`src/rtl/otter_pkg.sv`:
```
// Shared OTTER definitions: control FSM states and base opcodes.
// Used by the control FSM and the combinational decoder.
package otter_pkg;

    typedef enum logic [2:0] {
        ST_INIT,
        ST_FETCH,
        ST_EXEC,
        ST_WB,
        ST_INTR,
        ST_HALT
    } state_t;

    localparam logic [6:0] OP_LOAD   = 7'b0000011;
    localparam logic [6:0] OP_STORE  = 7'b0100011;
    localparam logic [6:0] OP_BRANCH = 7'b1100011;
    localparam logic [6:0] OP_SYS    = 7'b1110011;
    localparam logic [6:0] OP_R      = 7'b0110011;
    localparam logic [6:0] OP_I      = 7'b0010011;
    localparam logic [6:0] OP_LUI    = 7'b0110111;
    localparam logic [6:0] OP_AUIPC  = 7'b0010111;
    localparam logic [6:0] OP_JAL    = 7'b1101111;
    localparam logic [6:0] OP_JALR   = 7'b1100111;

    // Opcodes that write rd and retire in a single EXEC cycle
    function automatic logic is_alu_or_jump(input logic [6:0] op);
        return op inside {OP_R, OP_I, OP_LUI, OP_AUIPC, OP_JAL, OP_JALR};
    endfunction

endpackage

```
`src/rtl/otter_wait_timer.sv`:
```
// Memory wait-state counter for the OTTER control FSM.
// Counts cycles spent waiting for MEM_ACK; flags when MAX_WAIT is reached.
module otter_wait_timer #(
    parameter int unsigned MAX_WAIT = 15
) (
    input  logic i_clk,
    input  logic i_rst,
    input  logic i_clr,
    input  logic i_inc,
    output logic o_expired
);

    localparam int unsigned CNT_W = $clog2(MAX_WAIT + 1);

    logic [CNT_W-1:0] r_cnt;

    // Clear has priority so each waiting phase starts from zero
    always_ff @(posedge i_clk or posedge i_rst) begin
        if (i_rst) begin
            r_cnt <= '0;
        end else if (i_clr) begin
            r_cnt <= '0;
        end else if (i_inc) begin
            r_cnt <= r_cnt + 1'b1;
        end
    end

    assign o_expired = (r_cnt == CNT_W'(MAX_WAIT));

endmodule

```
`src/rtl/otter_cu_fsm.sv`:
```
// OTTER multicycle control FSM: init, fetch, execute, writeback, interrupt entry,
// plus a memory-ack watchdog that parks the core in ST_HALT on a stalled bus.
// Optional: define OTTER_INSTRET_EN to add a 32-bit retired-instruction counter.
module otter_cu_fsm
    import otter_pkg::*;
#(
    parameter int unsigned INIT_CYCLES = 2,
    parameter int unsigned MAX_WAIT    = 15
) (
    input  logic       CLK,
    input  logic       RST,
    input  logic [6:0] OPCODE,
    input  logic [2:0] FUNC3,
    input  logic       INTR,
    input  logic       CSR_MIE,
    input  logic       MEM_ACK,
    output logic       PC_WRITE,
    output logic       REG_WRITE,
    output logic       MEM_RDEN1,
    output logic       MEM_RDEN2,
    output logic       MEM_WE2,
    output logic       CSR_WE,
    output logic       INT_TAKEN,
    output logic       MRET_EXEC,
    output logic       RESET,
    output logic       MEM_ERR
`ifdef OTTER_INSTRET_EN
    ,
    output logic [31:0] INSTRET
`endif
);

    localparam int unsigned INIT_W = $clog2(INIT_CYCLES + 1);
    localparam logic [INIT_W-1:0] INIT_LAST = INIT_W'(INIT_CYCLES - 1);

    state_t              r_state;
    state_t              w_state_d;
    logic [INIT_W-1:0]   r_init_cnt;
    logic [INIT_W-1:0]   w_init_cnt_d;
    logic                r_mem_err;
    logic                w_waiting;
    logic                w_expired;
    logic                w_wait_inc;
    logic                w_timeout;
    state_t              w_retire_state;

    // Phases that stall on MEM_ACK and are guarded by the watchdog
    assign w_waiting = (r_state == ST_FETCH) || (r_state == ST_WB) ||
                       ((r_state == ST_EXEC) && (OPCODE == OP_STORE));
    assign w_wait_inc = w_waiting && !MEM_ACK && !w_expired;
    assign w_timeout  = w_waiting && !MEM_ACK && w_expired;

    // Interrupts are only sampled when an instruction retires
    assign w_retire_state = (INTR && CSR_MIE) ? ST_INTR : ST_FETCH;

    otter_wait_timer #(
        .MAX_WAIT(MAX_WAIT)
    ) u_wait_timer (
        .i_clk    (CLK),
        .i_rst    (RST),
        .i_clr    (!w_wait_inc),
        .i_inc    (w_wait_inc),
        .o_expired(w_expired)
    );

    // State register, init counter and sticky timeout flag
    always_ff @(posedge CLK or posedge RST) begin
        if (RST) begin
            r_state    <= ST_INIT;
            r_init_cnt <= '0;
            r_mem_err  <= 1'b0;
        end else begin
            r_state    <= w_state_d;
            r_init_cnt <= w_init_cnt_d;
            r_mem_err  <= r_mem_err | w_timeout;
        end
    end

    // Next-state logic
    always_comb begin
        w_state_d    = r_state;
        w_init_cnt_d = r_init_cnt;
        unique case (r_state)
            ST_INIT: begin
                if (r_init_cnt == INIT_LAST) begin
                    w_state_d = ST_FETCH;
                end else begin
                    w_init_cnt_d = r_init_cnt + 1'b1;
                end
            end
            ST_FETCH: begin
                if (MEM_ACK) begin
                    w_state_d = ST_EXEC;
                end else if (w_expired) begin
                    w_state_d = ST_HALT;
                end
            end
            ST_EXEC: begin
                if (OPCODE == OP_LOAD) begin
                    w_state_d = ST_WB;
                end else if (OPCODE == OP_STORE) begin
                    if (MEM_ACK) begin
                        w_state_d = w_retire_state;
                    end else if (w_expired) begin
                        w_state_d = ST_HALT;
                    end
                end else begin
                    w_state_d = w_retire_state;
                end
            end
            ST_WB: begin
                if (MEM_ACK) begin
                    w_state_d = w_retire_state;
                end else if (w_expired) begin
                    w_state_d = ST_HALT;
                end
            end
            ST_INTR: w_state_d = ST_FETCH;
            ST_HALT: w_state_d = ST_HALT;
            default: w_state_d = ST_INIT;
        endcase
    end

    // Output decode from state, opcode and the ack of the current memory phase
    always_comb begin
        PC_WRITE  = 1'b0;
        REG_WRITE = 1'b0;
        MEM_RDEN1 = 1'b0;
        MEM_RDEN2 = 1'b0;
        MEM_WE2   = 1'b0;
        CSR_WE    = 1'b0;
        INT_TAKEN = 1'b0;
        MRET_EXEC = 1'b0;
        RESET     = 1'b0;
        unique case (r_state)
            ST_INIT:  RESET = 1'b1;
            ST_FETCH: MEM_RDEN1 = 1'b1;
            ST_EXEC: begin
                if (OPCODE == OP_LOAD) begin
                    MEM_RDEN2 = 1'b1;
                end else if (OPCODE == OP_STORE) begin
                    MEM_WE2  = 1'b1;
                    PC_WRITE = MEM_ACK;
                end else if (OPCODE == OP_SYS) begin
                    PC_WRITE = 1'b1;
                    if (FUNC3 inside {3'b001, 3'b010, 3'b011}) begin
                        REG_WRITE = 1'b1;
                        CSR_WE    = 1'b1;
                    end else if (FUNC3 == 3'b000) begin
                        MRET_EXEC = 1'b1;
                    end
                end else begin
                    // Branches and unknown opcodes only advance the PC
                    PC_WRITE  = 1'b1;
                    REG_WRITE = is_alu_or_jump(OPCODE);
                end
            end
            ST_WB: begin
                REG_WRITE = MEM_ACK;
                PC_WRITE  = MEM_ACK;
            end
            ST_INTR: begin
                INT_TAKEN = 1'b1;
                PC_WRITE  = 1'b1;
            end
            ST_HALT: ;
            default: ;
        endcase
    end

    assign MEM_ERR = r_mem_err;

`ifdef OTTER_INSTRET_EN
    logic        w_retire;
    logic [31:0] r_instret;

    assign w_retire = PC_WRITE && ((r_state == ST_EXEC) || (r_state == ST_WB));

    // Retired-instruction counter; interrupt entry is not a retirement
    always_ff @(posedge CLK or posedge RST) begin
        if (RST) begin
            r_instret <= '0;
        end else if (w_retire) begin
            r_instret <= r_instret + 32'd1;
        end
    end

    assign INSTRET = r_instret;
`endif

endmodule

```
`config.mk`:
```
export PLATFORM = sky130hd
export DESIGN_NAME = otter_cu_fsm
export DESIGN_NICKNAME = d
export VERILOG_FILES = /design/src/rtl/otter_pkg.sv /design/src/rtl/otter_wait_timer.sv /design/src/rtl/otter_cu_fsm.sv
export SDC_FILE = /design/constraint.sdc
export NUM_CORES = 1
export LEC_CHECK = 0
export ABC_AREA = 1
export BUFFER_PORTS_ARGS = -buffer_cell sky130_fd_sc_hd__clkbuf_2
export CAP_MARGIN = 20
export CORE_MARGIN = 2
export CORE_UTILIZATION = 48
export CTS_CLUSTER_DIAMETER = 100
export DETAILED_ROUTE_END_ITERATION = 12
export PLACE_DENSITY_LB_ADDON = 0.2
export SYNTH_ARGS = -nofsm -noshare
export SYNTH_HDL_FRONTEND = slang
export SYNTH_SLANG_ARGS = --single-unit
```
`constraint.sdc`:
```
create_clock -name CLK -period 1.4 [get_ports CLK]
set_input_delay 0.28 -clock CLK [delete_from_list [all_inputs] [get_ports CLK]]
set_output_delay 0.28 -clock CLK [all_outputs]
set_load 0.005 [all_outputs]
```
==> impl_metrics.ini, run 1 <==
[worst_hold_path]
hp-class = input pin to flip-flop
min_path_cells = 4
min_to = r_state[1]
min_from = MEM_ACK

[global_route]
grt_pass1_vias = 749
grt_use_total_pct = 21.5
grt_max_degree = 11
grt_pass1_wl_um = 2990
antenna_found_initial = 0
gr-total-overflow = 0

[routing]
route.met2.wl_um = 1010
via_per_inst = 4.95
highest-signal-layer = met4
m1WireLength_um = 781
routed_wl_um = 1900
first_pass_iters = 4
drc_errors = 0
routedWlPerCell_um = 11.6
wl_met3_um = 98
drt_iter0_drc = 17
drtAntennaViolNets = 0
via_count = 812

[final_layout]
area_growth_syn_to_layout_pct = 43.9
drive_gt1_share_pct = 41.2
final_nets = 167
fin_cells = 164
n_antenna_cell = 0
finish.utilization_pct = 71.3

[cts]
clkTransAtPathRegs_ps = 60
clk_latency_ps = 260
clock-root-buffer = clkbuf_4
htree_num_levels = 1
clock-sinks = 10
clock_path_buffers = 2
cts_tree = done
cts_made_buffers = 3

[pwr]
powerDensity_nw_per_um2 = 1580
clkPwrFrac_pct = 11.5
p_switching_w = 0.000672
p_leak_nw = 0.601
power_frac_seq_pct = 27.4
peakVddDrop_uv = 853
cellInternalPower_w = 0.000983
p_comb_share_pct = 61.1
switching_share_pct = 40.6

[setup_path]
max_stage_delay_ps = 400
startpoint_type = flip-flop
critPathBufInv = 3
regToRegSetupSlack_ps = -160
r2r_start = r_state[2]
cp_data_arrival_time_ps = 1370
crit_family = flip-flops
r2r_end = r_state[2]
crit_chain = inv_2, nand2_2, nor2_4, inv_2, a21oi_4, o21ai_1, nand3b_1, clkbuf_2
reg2reg_depth = 12
endpoint_kind = primary output
cpMaxStageDelayCell = dfrtp_1
required_ps = 1120
crit_fanout = 3
crit_top_cell = inv_2
critPathKind = flip-flop to primary output

[placed_design]
place.port_buffers = 24
pre_cts_slack_ps = -34.3
dpl.hpwl_um = 1390
dp.cells = 151
gp_congestion = 0.836

[sta]
fin_worst_skew_ps = 5.39
worst_slack_ps = -252
period_minus_slack_ps = 1650
max_freq_mhz = 605
relSlewSlack_pct = 64.3
setup_viol = 10
final-max-slew-violation-count = 0
tightest_slew_ps = 532
final-hold-violation-count = 0
rsz0062_at_grt = yes
hold-worst-slack_ps = 440
post-route-period-util_pct = 118

[logic_synthesis]
avgSynthCellArea_um2 = 7.01
async_flop_share_pct = 100
synth_common_cells = nand2_1 (23), inv_1 (16), nor2_1 (14)
synth_edf_count = 0
synth_cell_types = 24
synth_top_area_cell = dfrtp_1
yosysMostFrequentCell = nand2_1
syn-num-nets = 121
synthCells = 104
seq_area_frac_synth_pct = 34.3
synthTopCellsByArea = dfrtp_1 (34%), nand2_1 (12%), inv_1 (8.2%)
synth_ff_type = dfrtp_1
postSynthRegisterBits = 10
yosysWarnings = 0
synth_top_area_share_pct = 34.3
synth_area_um2 = 729

[die]
core_area_um2 = 1470
die_y_um = 43.0
dieArea_um2 = 1850
io_pins = 25
die_x_um = 43.0
rows = 14
initial_utilization_pct = 49.6

[run_status]
violations = setup timing
status = finished with violations

[run]
max_cap_viol_count = 0
metal layers:
metal	GRT usage, %	vias to the layer above
met5	0	-
met4	3.64	0
met3	7.66	3
met2	37.6	23
met1	25.7	365
li1	-	421
layout by cell type, fill, tap and decap left out, drive strengths merged, types with 3 or more instances in the layout:
cell type and n:
a21oi 3, buf 18, clkbuf 26, dfrtp 10, inv 17, nand2 24
nand3 11, nor2 16, o21ai 7
power by group through the flow:
stage	Combinational, W	Clock, W	Sequential, W
after floorplan	0.000509	0	0.000453
after global placement	0.000754	0	0.000455
after detailed placement	0.000774	0	0.000459
after CTS	0.000947	0.000195	0.000451
after global routing	0.00113	0.000210	0.000462
final	0.00101	0.000190	0.000454
state kept, by name, summed over array words and instances, names as in the netlist:
register            cells
u_wait_timer.r_cnt      4
r_state                 3
r_init_cnt              2
MEM_ERR                 1
worst register-to-register path, cell delays in order, from the launching register on:
cell and delay (ps):
dfrtp_1 370, inv_2 60, nand2_2 80, nor2_4 40, inv_2 90, a21oi_4 40
buf_4 160, buf_6 100, buf_4 120, buf_4 120, buf_4 120, nand3_1 90
nand3_1 70
final cells by class:
class,instances,area (um2)
clock buffers,3,22.5
multi-input cells,76,425
well taps,16,20.0
inverters,17,66.3
fillers,139,422
flip-flops and latches,10,250
repair buffers,42,265
how the worst max path moves through the flow:
stage	startpoint	endpoint	slack, ps	cells after the start
2_1_floorplan	r_state[2]	PC_WRITE	60	7
3_3_place_gp	OPCODE[6]	PC_WRITE	-30	6
3_5_place_dp	OPCODE[4]	REG_WRITE	-30	9
4_1_cts	r_state[2]	PC_WRITE	-240	8
5_1_grt	r_state[2]	CSR_WE	-330	8
6_report	r_state[2]	PC_WRITE	-250	8
stage by stage:
stage / power, W / cell area [um2] / TNS, ps
after floorplan: 0.000963 / 729 / 0
after global placement: 0.00121 / 922 / -26.1
after detailed placement: 0.00123 / 922 / -61.1
after CTS: 0.00159 / 1020 / -1330
after global routing: 0.00180 / 1050 / -2390
final: 0.00165 / 1050 / -1690
logic make-up (layout without fill, tap and decap cells):
logic type,count (synthesis),in the layout,share of synthesized area (%)
AO/OA/AOI/OAI,12,12,10.3
XOR/XNOR,3,3,3.60
adder cells (fa/ha/maj),2,2,3.43
buffers and inverters,18,62,9.78
flip-flops,10,10,34.3
AND/OR/NAND/NOR,59,59,38.6
what timing repair did:
action,CTS,global route
setup endpoints to repair,9,10
setup buffers,8,2
gates cloned,0,0
pin swaps,1,4
hold buffers,1,0
hold endpoints to repair,10,0
resized for setup,7,4
Note: power is estimated with default switching activity, not from simulation.
==> run 2, diff against run 1 <==
--- a/config.mk
+++ b/config.mk
@@ -9,10 +9,11 @@
 export BUFFER_PORTS_ARGS = -buffer_cell sky130_fd_sc_hd__clkbuf_2
 export CAP_MARGIN = 20
 export CORE_MARGIN = 2
-export CORE_UTILIZATION = 48
+export CORE_UTILIZATION = 50
 export CTS_CLUSTER_DIAMETER = 100
 export DETAILED_ROUTE_END_ITERATION = 12
 export PLACE_DENSITY_LB_ADDON = 0.2
 export SYNTH_ARGS = -nofsm -noshare
 export SYNTH_HDL_FRONTEND = slang
+export SYNTH_HIERARCHICAL = 1
 export SYNTH_SLANG_ARGS = --single-unit
==> impl_metrics.ini, run 2 <==
[logic_synthesis]
yosysWarnings = 6
synth_edf_count = 0
synth_top_area_cell = dfrtp_1
async_flop_share_pct = 100
postSynthRegisterBits = 10
yosysMostFrequentCell = nand2_1
seq_area_frac_synth_pct = 30.3
synth_ff_type = dfrtp_1
synthTopCellsByArea = dfrtp_1 (30%), nand2_1 (13%), inv_1 (8.2%)
syn-num-nets = 139
synthCells = 122
synth_area_um2 = 827
synth_common_cells = nand2_1 (28), inv_1 (18), nor2_1 (12)
avgSynthCellArea_um2 = 6.78
synth_cell_types = 26
synth_top_area_share_pct = 30.3

[sta]
setup_viol = 16
max_freq_mhz = 581
relSlewSlack_pct = 77.9
worst_slack_ps = -321
period_minus_slack_ps = 1720
post-route-period-util_pct = 123
final-max-slew-violation-count = 0
tightest_slew_ps = 330
fin_worst_skew_ps = 3.59
rsz0062_at_grt = yes
final-hold-violation-count = 0

[placed_design]
gp_congestion = 0.794
place.port_buffers = 24
dpl-instance-area_um2 = 1150
dpl.hpwl_um = 1730

[cts]
clock-sinks = 10
cts_tree = done
htree_num_levels = 1
clkTransAtPathRegs_ps = 70
cts_made_buffers = 3
clock_path_buffers = 2
clk_latency_ps = 260
clock-root-buffer = clkbuf_4

[setup_path]
crit_family = simple AND/OR/NAND/NOR gates
critPathBufInv = 1
crit_chain = ha_2, nand2_2, nor2_2, or2_4, nor2_4, inv_2, nor2_4, nor2_4, a21oi_2, nor2_2
cp_data_arrival_time_ps = 1870
startpoint_type = flip-flop
crit_top_cell = nor2_4
cpMaxStageDelayCell = dfrtp_1
endpoint_kind = flip-flop
max_stage_delay_ps = 380
critPathKind = flip-flop to flip-flop
required_ps = 1550
crit_fanout = 5

[die]
die_y_um = 44.7
initial_utilization_pct = 54.3
io_pins = 25
core_area_um2 = 1520
die_x_um = 44.7
dieArea_um2 = 2000
rows = 14

[global_route]
grt_max_degree = 7
grt_use_total_pct = 26.5
antenna_found_initial = 0
grt_pass1_vias = 955
grt_pass1_wl_um = 3920
gr-total-overflow = 0

[final_layout]
top_register = u_wait_timer/r_cnt
reg_top3 = u_wait_timer/r_cnt (4), r_state (3), r_init_cnt (2)
final_nets = 200
n_antenna_cell = 0
final_common_cell = buf_4
finish.utilization_pct = 88.1
most-common-layout-cells = buf_4 (29), nand2_1 (24), clkbuf_2 (21)
area_growth_syn_to_layout_pct = 62.3
fin_area_um2 = 1340
largest_reg_flops = 4
drive_gt1_share_pct = 58.2

[pwr]
power_frac_seq_pct = 46.8
peakVddDrop_uv = 764
p_leak_nw = 0.746
p_switching_w = 0.000137
p_comb_share_pct = 11.9
cellInternalPower_w = 0.000479
switching_share_pct = 22.3
powerDensity_nw_per_um2 = 459
clkPwrFrac_pct = 41.3

[routing]
via_count = 1002
drc_errors = 0
drtAntennaViolNets = 0
via_per_inst = 5.06
first_pass_iters = 4
routedWlPerCell_um = 12.3
routed_wl_um = 2440
drt_iter0_drc = 23

[run]
max_cap_viol_count = 0

[run_status]
status = finished with violations
violations = setup timing

[worst_hold_path]
hp-class = input pin to flip-flop
-- run 2: worst paths after layout --
path	startpoint	to	slack [ps]	cells past startpoint
min reg2reg	r_init_cnt[0]	r_init_cnt[0]	480	1
min	MEM_ACK	r_state[1]	430	4
max reg2reg	u_wait_timer/r_cnt[1]	u_wait_timer/r_cnt[3]	-320	10
min in group asynchronous	RST	u_wait_timer/r_cnt[1]	450	3
max in group asynchronous	RST	r_state[0]	720	3
max	u_wait_timer/r_cnt[1]	u_wait_timer/r_cnt[3]	-320	10
-- run 2: power groups by stage --
stage / registers, W / clock network [W] / logic, W
finish: 0.000289 / 0.000255 / 0.0000731
global route: 0.000288 / 0.000277 / 0.0000834
CTS: 0.000289 / 0.000263 / 0.0000685
detailed placement: 0.000294 / 0 / 0.0000640
global placement: 0.000294 / 0 / 0.0000618
floorplan: 0.000294 / 0 / 0.0000286
-- run 2: kinds of logic (layout without fill, tap and decap cells) --
family                     Yosys count  count (layout)  synth area share [%]
xor gates and xnor gates             1               1                  1.06
muxes                                1               1                  1.21
and+or+nand+nor                     68              68                  42.4
adders and majority gates            2               2                  3.03
AOI/OAI and AO/OA                   15              15                  10.6
DFF                                 10              10                  30.3
buffers and inverters               25              85                  11.5
-- run 2: cell type report --
class                      instances  area [um2]
multi-input combinational         87         567
timing repair buffer              56         370
sequential                        10         251
fill                              80         181
inverter                          25        97.6
clock buffer                       4        36.3
tap                               16        20.0
-- run 2: layer usage --
metal / routed length, um / vias to the layer above / GRT usage [%]
li1: - / 503 / -
met1: 949 / 461 / 29.5
met2: 1350 / 32 / 51.6
met3: 95 / 6 / 3.27
met4: 43 / 0 / 7.27
met5: 0 / - / 0
-- run 2: metrics by stage --
stage               power, W  cells  setup slack [ps]  hold WS [ps]  setup TNS, ps
global placement    0.000356    184              -146           162           -791
detailed placement  0.000358    184              -219           170          -1310
global route        0.000649    198              -397           441          -4190
CTS                 0.000620    195              -314           398          -2790
finish              0.000616    198              -321           427          -3030
floorplan           0.000323    122              -169          46.1           -312
-- run 2: timing repair --
item / CTS / global route
gates cloned: 0 / 0
gates resized for setup: 15 / 15
hold buffers: 1 / 0
setup endpoints to repair: 14 / 16
endpoints found under the hold margin: 10 / 0
buffers inserted: 6 / 3
pin swaps: 5 / 9
-- run 2: worst min-delay path, delay by kind of cell --
family	cells	cell delay [ps]
AOI/OAI and AO/OA	1	70
and+or+nand+nor	1	60
buffers and inverters	2	250
==> run 3, diff against run 2 <==
--- a/config.mk
+++ b/config.mk
@@ -12,7 +12,7 @@
 export CORE_UTILIZATION = 50
 export CTS_CLUSTER_DIAMETER = 100
 export DETAILED_ROUTE_END_ITERATION = 12
-export PLACE_DENSITY_LB_ADDON = 0.2
+export PLACE_DENSITY = 0.74
 export SYNTH_ARGS = -nofsm -noshare
 export SYNTH_HDL_FRONTEND = slang
 export SYNTH_HIERARCHICAL = 1
==> impl_metrics.ini, run 3 <==
[global_route]
grt_max_degree = 7
antenna_found_initial = 0

[sta]
worst-ep-kind = top-level output
crit_endpoint = MEM_RDEN1

[placed_design]
place.port_buffers = 24
dpl.hpwl_um = 1740
gp_congestion = 0.940

[logic_synthesis]
synth_common_cells = nand2_1 (28), inv_1 (18), nor2_1 (12)
synthTopCellsByArea = dfrtp_1 (30%), nand2_1 (13%), inv_1 (8.2%)
synth_top_area_cell = dfrtp_1
syn-num-nets = 139
synth_edf_count = 0
yosysMostFrequentCell = nand2_1
async_flop_share_pct = 100
synth_top_area_share_pct = 30.3
postSynthRegisterBits = 10
synth_cell_types = 26
synth_area_um2 = 827
seq_area_frac_synth_pct = 30.3
synth_ff_type = dfrtp_1
yosysWarnings = 6
synthCells = 122
avgSynthCellArea_um2 = 6.78

[die]
die_x_um = 44.7
rows = 14
io_pins = 25
initial_utilization_pct = 54.3
die_y_um = 44.7

[cts]
cts_made_buffers = 3
clock_path_buffers = 2
clock-root-buffer = clkbuf_4
htree_num_levels = 1
clock-sinks = 10

[run_status]
stop_stage = global routing
status = aborted with a tool error
error_line = [ERROR DPL-0033] detailed placement checks failed during check placement.
## run 3: cell counts after synthesis
Identical to the previous run, type by type.
## run 3: per-stage QoR
step	setup TNS, ps	instance area (um2)	instances	hold slack (ps)	worst slack (ps)
after floorplan	-312	846	122	46.1	-169
after global placement	-951	1160	185	164	-164
after detailed placement	-1310	1160	185	175	-212
after CTS	-3290	1300	199	423	-319
## run 3: cells by family after synthesis
logic type,synth area share [%]
XOR/XNOR,1.06
flip-flops,30.3
adder cells (fa/ha/maj),3.03
AO/OA/AOI/OAI,10.6
AND/OR/NAND/NOR,42.4
multiplexers,1.21
buffers and inverters,11.5
## run 3: timing repair
item	in CTS
setup buffers	10
endpoints found under the hold margin	10
hold buffers	1
setup endpoints to repair	15
resized for setup	13
pin swaps	9
==> run 4, diff against run 3 <==
--- a/config.mk
+++ b/config.mk
@@ -8,11 +8,10 @@
 export ABC_AREA = 1
 export BUFFER_PORTS_ARGS = -buffer_cell sky130_fd_sc_hd__clkbuf_2
 export CAP_MARGIN = 20
-export CORE_MARGIN = 2
-export CORE_UTILIZATION = 50
-export CTS_CLUSTER_DIAMETER = 100
+export CORE_AREA = 2 2 63 65
 export DETAILED_ROUTE_END_ITERATION = 12
-export PLACE_DENSITY = 0.74
+export DIE_AREA = 0 0 65 67
+export PLACE_DENSITY_LB_ADDON = 0.15
 export SYNTH_ARGS = -nofsm -noshare
 export SYNTH_HDL_FRONTEND = slang
 export SYNTH_HIERARCHICAL = 1
==> impl_metrics.ini, run 4 (synthesis results as in run 2) <==
[setup_path]
crit_top_cell = nand2_2
cp-startpoint = u_wait_timer/r_cnt[1]
endpoint_kind = flip-flop
crit_chain = ha_2, nand2_2, nor2_2, or2_4, nor2_4, buf_4, buf_6, nand2_2, o21ai_2, a21oi_1
regToRegSetupSlack_ps = -240
crit_fanout = 3
reg2reg_depth = 10
r2r_start = u_wait_timer/r_cnt[1]
required_ps = 1520
cp_data_arrival_time_ps = 1760
critPathKind = flip-flop to flip-flop
r2r_end = u_wait_timer/r_cnt[2]
max_stage_delay_ps = 380
cpMaxStageDelayCell = dfrtp_1
startpoint_type = flip-flop

[cts]
clock-root-buffer = clkbuf_8
htree_num_levels = 1
cts_tree = done
clock-sinks = 10
clk_latency_ps = 230
clkTransAtPathRegs_ps = 50
cts_made_buffers = 3
clock_path_buffers = 2

[pwr]
clkPwrFrac_pct = 49.8
peakVddDrop_uv = 509
cellInternalPower_w = 0.000574
switching_share_pct = 22.1
p_leak_nw = 0.818
p_switching_w = 0.000162
power_frac_seq_pct = 39.3
powerDensity_nw_per_um2 = 466
p_comb_share_pct = 10.9

[sta]
max_freq_mhz = 608
relSlewSlack_pct = 80.9
final-hold-violation-count = 0
post-route-period-util_pct = 117
fin_worst_skew_ps = 4.99
setup_viol = 18
final-max-slew-violation-count = 0
tightest_slew_ps = 285
finalSetupTns_ps = -2760
period_minus_slack_ps = 1640
rsz0062_at_grt = yes
worst_slack_ps = -245

[final_layout]
final_common_cell = buf_4
multi_input_area_um2 = 604
register_area_um2 = 251
num-fill-cells = 385
area_growth_syn_to_layout_pct = 90.8
drive_gt1_share_pct = 63.5
n_antenna_cell = 0
fin_area_um2 = 1580
largest_reg_flops = 4
top_register = u_wait_timer/r_cnt
most-common-layout-cells = buf_4 (39), nand2_1 (23), clkbuf_2 (20)
final_nets = 215
reg_top3 = u_wait_timer/r_cnt (4), r_state (3), r_init_cnt (2)

[die]
die_y_um = 67
rows = 22
core_area_um2 = 3610
io_pins = 25
die_x_um = 65
initial_utilization_pct = 22.9
dieArea_um2 = 4360

[routing]
via_per_inst = 4.11
via_count = 1006
routedWlPerCell_um = 10.1
routed_wl_um = 2470
drtAntennaViolNets = 0
drc_errors = 0
drt_iter0_drc = 25
first_pass_iters = 4

[global_route]
grt_max_degree = 7
antenna_found_initial = 0
grt_pass1_vias = 1001
grt_use_total_pct = 12.2
grt_pass1_wl_um = 4120
gr-total-overflow = 0

[worst_hold_path]
hp-class = input pin to flip-flop
min_from = MEM_ACK
min_to = r_state[1]
min_path_cells = 4

[placed_design]
dpl-instance-area_um2 = 1220
gp_congestion = 0.718
place.port_buffers = 24
dpl.hpwl_um = 1810

[run_status]
violations = setup timing
status = finished with violations

[run]
max_cap_viol_count = 0
run 4: how the worst max path moves through the flow:
stage,slack [ps],cells past startpoint,to
6_report,-240,10,u_wait_timer/r_cnt[2]
3_3_place_gp,-170,13,u_wait_timer/r_cnt[3]
4_1_cts,-340,8,MRET_EXEC
5_1_grt,-350,8,CSR_WE
3_5_place_dp,-200,10,u_wait_timer/r_cnt[3]
2_1_floorplan,-170,10,u_wait_timer/r_cnt[3]
run 4: stage by stage:
stage	util (%)	power [W]	worst slack, ps	instances	hold WS, ps
floorplan	-	0.000323	-169	122	46.1
global route	43.8	0.000774	-352	245	487
detailed placement	33.9	0.000364	-199	220	173
CTS	39.5	0.000738	-336	236	437
finish	43.8	0.000736	-245	245	460
global placement	33.9	0.000363	-174	220	172
run 4: worst max-delay path: cells and delay by family (launching register included):
kind                     cells  cell delay (ps)
flip-flops                   1              380
AND/OR/NAND/NOR              5              570
buffers and inverters        2              220
adder cells (fa/ha/maj)      1              200
AO/OA/AOI/OAI                2              160
run 4: cell type report:
| cell class | instances | share of cell area, % |
|---|---|---|
| Sequential cell | 10 | 15.9 |
| Inverter | 25 | 6.26 |
| Multi-Input combinational cell | 87 | 38.3 |
| Clock buffer | 4 | 3.49 |
| Tap cell | 48 | 3.81 |
| Timing Repair Buffer | 71 | 32.2 |
run 4: power by group through the flow:
stage,combinational [W],sequential [W],clock (W)
2_1_floorplan,0.0000286,0.000294,0
3_3_place_gp,0.0000684,0.000294,0
3_5_place_dp,0.0000699,0.000294,0
4_1_cts,0.0000734,0.000289,0.000375
5_1_grt,0.0000907,0.000289,0.000394
6_report,0.0000800,0.000289,0.000367
run 4: repair_timing:
action,CTS,global route
hold endpoints to repair,10,0
resized for setup,20,27
buffers inserted,11,9
hold buffers,1,0
endpoints found under the setup margin,14,19
pin swaps,16,13
run 4: routing by layer:
metal | up-vias | GRT usage, % | part of all wire [%]
li1 | 533 | - | -
met1 | 454 | 13.4 | 42
met2 | 15 | 23.5 | 53
met3 | 4 | 2.20 | 3.6
met4 | 0 | 3.99 | 0.97
met5 | - | 0 | 0
